--- src/rtl/irq_io_bridge.sv ---
// Memory-mapped I/O bridge: decodes CPU data accesses into device windows and a
// local block holding interrupt pending/mask registers and a bus-error logger.
module irq_io_bridge #(
  parameter int unsigned     NDEV      = 2,
  parameter logic [31:0]     BASE      = 32'h0000_7f00,
  parameter logic [31:0]     STRIDE    = 32'h10,
  parameter int unsigned     WIN_BYTES = 12,
  parameter logic [NDEV-1:0] IRQ_EDGE  = {NDEV{1'b0}}
) (
  input  logic              clk,
  input  logic              reset,
  input  logic [31:0]       cpu_addr,
  input  logic              cpu_we,
  input  logic              cpu_re,
  input  logic [3:0]        cpu_be,
  input  logic [31:0]       cpu_wdata,
  output logic [31:0]       cpu_rdata,
  output logic [29:0]       dev_addr,
  output logic [31:0]       dev_wdata,
  output logic [NDEV-1:0]   dev_we,
  input  logic [32*NDEV-1:0] dev_rdata,
  input  logic [NDEV-1:0]   dev_irq,
  output logic [NDEV-1:0]   hw_int
);

  localparam logic [31:0] LBASE = BASE + NDEV * STRIDE;
  localparam logic [31:0] TOP   = LBASE + 32'd16;

  logic [NDEV-1:0] slot_hit;
  logic            local_hit;
  logic            in_range;
  logic            hole;
  logic            full_word;
  logic            access;
  logic [1:0]      lidx;
  logic            local_wr;
  logic            err_event;

  logic [NDEV-1:0] pend_q;
  logic [NDEV-1:0] irq_q;
  logic [NDEV-1:0] mask_q;
  logic [31:0]     err_addr_q;
  logic [7:0]      err_cnt_q;

  logic [NDEV-1:0] irq_rise;
  logic [NDEV-1:0] pend_w1c;
  logic [NDEV-1:0] pend_d;
  logic [NDEV-1:0] eff_pend;

  // Address decode
  always_comb begin
    slot_hit = '0;
    for (int unsigned k = 0; k < NDEV; k++) begin
      slot_hit[k] = (cpu_addr >= BASE + k * STRIDE) &&
                    (cpu_addr <  BASE + k * STRIDE + WIN_BYTES);
    end
  end

  assign local_hit = (cpu_addr >= LBASE) && (cpu_addr < TOP);
  assign in_range  = (cpu_addr >= BASE)  && (cpu_addr < TOP);
  assign hole      = in_range && !(|slot_hit) && !local_hit;
  assign full_word = (cpu_be == 4'b1111);
  assign access    = cpu_we | cpu_re;
  assign lidx      = 2'((cpu_addr - LBASE) >> 2);

  // A simultaneous load strobe is ignored: cpu_we alone decides store handling.
  assign local_wr  = cpu_we && local_hit && full_word;
  assign err_event = (access && hole) ||
                     (cpu_we && !full_word && ((|slot_hit) || local_hit));

  assign dev_addr  = cpu_addr[31:2];
  assign dev_wdata = cpu_wdata;
  assign dev_we    = (cpu_we && full_word && !reset) ? slot_hit : '0;

  // Interrupt pending logic
  assign irq_rise = IRQ_EDGE & dev_irq & ~irq_q;
  assign pend_w1c = (local_wr && lidx == 2'd0) ? cpu_wdata[NDEV-1:0] : '0;
  // A set arriving in the same cycle as its W1C wins because it is ORed after the clear.
  assign pend_d   = ((pend_q & ~pend_w1c) | irq_rise) & IRQ_EDGE;
  assign eff_pend = (pend_q & IRQ_EDGE) | (dev_irq & ~IRQ_EDGE);
  assign hw_int   = eff_pend & mask_q;

  always_ff @(posedge clk) begin
    if (reset) begin
      pend_q <= '0;
      irq_q  <= '0;
      mask_q <= '1;
    end else begin
      pend_q <= pend_d;
      irq_q  <= dev_irq;
      if (local_wr && lidx == 2'd1) begin
        mask_q <= cpu_wdata[NDEV-1:0];
      end
    end
  end

  // Error logger
  always_ff @(posedge clk) begin
    if (reset) begin
      err_addr_q <= '0;
      err_cnt_q  <= '0;
    end else if (local_wr && lidx == 2'd3) begin
      err_addr_q <= '0;
      err_cnt_q  <= '0;
    end else if (err_event) begin
      if (err_cnt_q == 8'd0) begin
        err_addr_q <= cpu_addr;
      end
      if (err_cnt_q != 8'hff) begin
        err_cnt_q <= err_cnt_q + 8'd1;
      end
    end
  end

  // Read mux
  always_comb begin
    cpu_rdata = '0;
    for (int unsigned k = 0; k < NDEV; k++) begin
      if (slot_hit[k]) begin
        cpu_rdata = dev_rdata[32*k +: 32];
      end
    end
    if (local_hit) begin
      case (lidx)
        2'd0:    cpu_rdata = 32'(eff_pend);
        2'd1:    cpu_rdata = 32'(mask_q);
        2'd2:    cpu_rdata = err_addr_q;
        default: cpu_rdata = 32'(err_cnt_q);
      endcase
    end
  end

endmodule

--- config.mk ---
export PLATFORM = sky130hd
export DESIGN_NAME = irq_io_bridge
export DESIGN_NICKNAME = d
export VERILOG_FILES = /design/src/rtl/irq_io_bridge.sv
export SDC_FILE = /design/constraint.sdc
export NUM_CORES = 1
export LEC_CHECK = 0
export ABC_CLOCK_PERIOD_IN_PS = 2600
export BUFFER_PORTS_ARGS = -buffer_cell sky130_fd_sc_hd__buf_2
export CAP_MARGIN = 10
export CORE_AREA = 2 2 93 95
export DETAILED_ROUTE_END_ITERATION = 7
export DIE_AREA = 0 0 95 97
export GPL_TIMING_DRIVEN = 0
export PLACE_DENSITY_LB_ADDON = 0.2
export SKIP_CTS_REPAIR_TIMING = 1
export SLEW_MARGIN = 20
export SYNTH_ARGS = -nofsm -noshare
export SYNTH_HDL_FRONTEND = slang
export SYNTH_SLANG_ARGS = --single-unit
--- constraint.sdc ---
create_clock -name clk -period 2.6 [get_ports clk]
set_input_delay 0.39 -clock clk [delete_from_list [all_inputs] [get_ports clk]]
set_output_delay 0.39 -clock clk [all_outputs]
set_load 0.05 [all_outputs]
==> results.ini <==
[hold_path]
holdPathEnd=err_addr_q[0]$_SDFFE_PP0P_
holdCritStartpoint=cpu_addr[0]
min_path_cells=3
min_path_type=primary input to register

[global_routing]
grt_remaining_overflow=0
grt_pass1_wl_mm=14.5
grt_antenna_before_repair=0
grt_pass1_vias=2911
grt_max_degree=14
grtUsageTotal_pct=20.1

[floorplanning]
die_h_um=97
pin_count=236
dieArea_um2=9220
core.rowCount=33
die_w_um=95
core_area_um2=8130
initial_core_util_pct=37.7

[yosys]
synth-compound-area-share_pct=17.9
synth_fp_nets=467
muxShareOfSynthArea_pct=14.5
async_flop_share_pct=0
synth_xor_area_share_pct=0
synth_top_family_by_area=simple AND/OR/NAND/NOR gates
synth_edf_count=0
ys_types=52
synth_area_um2=3060
syn_avg_cell_area_um2=9.37
syn_inst=327
yosys_warnings=0
synth-seq-cells=42
yosysSeqAreaShare_pct=27.5
synth_flop_cell=dfxtp_1
yosys.area_share.simple_pct=20.3
synth_fa_ha_area_share_pct=0.817

[run]
drv_cap=0

[clock_network]
root_buffer=clkbuf_8
clk_latency_ns=0.30
numCtsBuffers=5
ctsLongestPathBuffers=2
path_clk_slew_ns=0.08
ctsHtreeMaxLevel=2
cts_tree=built
clkSinkCount=42

[detailed_routing]
dr.first_iter.drc_count=159
ant_nets=0
wl_per_cell_um=14.9
vias=3179
via_per_inst=4.91
wl_mm=9.67
drc=0
firstDrtPassIters=4

[critical_path]
cp_max_fo=10
r2r_cells=6
crit_type=primary input to output pin
r2r_slack_ns=0.60
timing.rr.start=err_cnt_q[0]$_SDFFE_PP0P_
cp.arrival_ns=2.09
cp-end-kind=output pin
worst_setup_path_start_kind=primary input
cp.required_ns=2.21
r2r_end=err_cnt_q[3]$_SDFFE_PP0P_

[power_and_ir_drop]
vdd_ir_drop_max_v=0.000194
p_leak_nw=2.27
total_power_mw=1.67
p_per_area_nw_per_um2=362

[timing]
slew_violations=0
post-route-min-period_ns=2.48
period_share_pct=95.4
worst_pin_slew_ns=0.704
finalHoldViolCount=0
fmax_mhz=403
fin_ws_ns=0.119
relSlewSlack_pct=53.1
whs_ns=0.333
finClkSkew_ns=0.00594
rsz0062_at_grt=no
setup_viol=0

[final_layout]
fin_util_pct=56.9
final_common_cell=buf_2
antenna_cells=0
drive_gt1_share_pct=62.7
layout_common_cells=buf_2 (191), buf_4 (80), dfxtp_1 (42)
nets=681
finish.instance_area_um2=4620
area_growth_pct=51.0

[status]
status=complete, no violations

[placement]
portBuffers=203
hpwl_mm=7.98
dpl_cell_area_um2=4390
pre_cts_ws_ns=-0.332
place_congestion=0.888

-- worst max-delay path by stage --
stage	start	end	slack (ns)	cells past startpoint
finish	cpu_addr[21]	cpu_rdata[26]	0.12	9
global route	cpu_addr[21]	cpu_rdata[6]	0.008	7
CTS	cpu_addr[22]	cpu_rdata[16]	-0.34	8
detailed placement	cpu_addr[22]	cpu_rdata[16]	-0.33	8
global placement	cpu_addr[22]	cpu_rdata[23]	-0.34	8
floorplan	cpu_addr[28]	cpu_rdata[0]	-0.18	5
-- final cells by class --
cell class / count / area (um^2)
fillers: 740 / 3510
multi-input cells: 201 / 1850
repair buffers: 207 / 1100
flip-flops and latches: 42 / 841
plain buffers: 79 / 573
well taps: 105 / 131
clock buffers: 6 / 72.6
clock inverters: 2 / 37.5
inverters: 5 / 18.8
-- flip-flops by register name, summed over array words and instances, names as in the netlist --
name / flops
err_addr_q: 32
mask_q: 2
err_cnt_q: 8
-- cells in the mapped netlist (all sizes together) (2+ instances only) --
| cell | count | area share, % |
|---|---|---|
| and4 | 4 | 1.2 |
| nand4 | 3 | 0.82 |
| nand2 | 6 | 0.74 |
| a21oi | 15 | 2.9 |
| nor4 | 5 | 2.4 |
| nor2 | 6 | 1.1 |
| nand2b | 2 | 0.41 |
| and3 | 4 | 0.82 |
| nor4b | 2 | 1.1 |
| mux4 | 2 | 1.5 |
| o21ai | 10 | 1.6 |
| nand3 | 17 | 2.8 |
| o31ai | 3 | 1.2 |
| or4 | 3 | 0.98 |
| ha | 2 | 0.82 |
| nand4b | 2 | 0.57 |
| nor3 | 6 | 1.3 |
| dfxtp | 42 | 27 |
| o2bb2ai | 24 | 6.9 |
| mux2i | 40 | 13 |
| o21a | 7 | 1.7 |
| and2 | 21 | 4.3 |
| inv | 5 | 0.61 |
| o22ai | 6 | 1.2 |
| buf | 73 | 18 |
| clkbuf | 6 | 0.74 |
-- report_power, final --
part | internal, mW | total [mW] | leakage, nW | switching (mW)
Sequential | 0.642 | 0.642 | 0.338 | 0.00000000232
Clock | 0.286 | 0.517 | 0.0514 | 0.230
Combinational | 0.196 | 0.513 | 1.88 | 0.318
-- through the flow --
step,std cells,setup TNS [ns]
after floorplan,327,-1.06
after global placement,635,-9.20
after detailed placement,635,-9.30
after CTS,643,-9.39
after global routing,647,0
final,647,0
-- kinds of logic after synthesis --
group,Yosys count
adder cells (fa/ha/maj),2
AO/OA/AOI/OAI,71
multiplexers,42
AND/OR/NAND/NOR,86
buffers and inverters,84
flip-flops,42
-- layer usage --
layer | track usage, % | routed length, um | up-vias
met1 | 26.7 | 4260 | 1465
met2 | 33.6 | 4640 | 136
li1 | - | - | 1570
met5 | 0 | 0 | -
met4 | 4.35 | 81 | 0
met3 | 3.74 | 685 | 8
-- worst max-delay path, stage by stage --
cell and delay [ns]:
buf_2 0.13, nor4_4 0.36, nand4_4 0.15, nor2_4 0.15
and4b_1 0.24, buf_6 0.15, buf_8 0.15, o2bb2ai_1 0.13
buf_4 0.22
(Power assumes the default switching activity.)
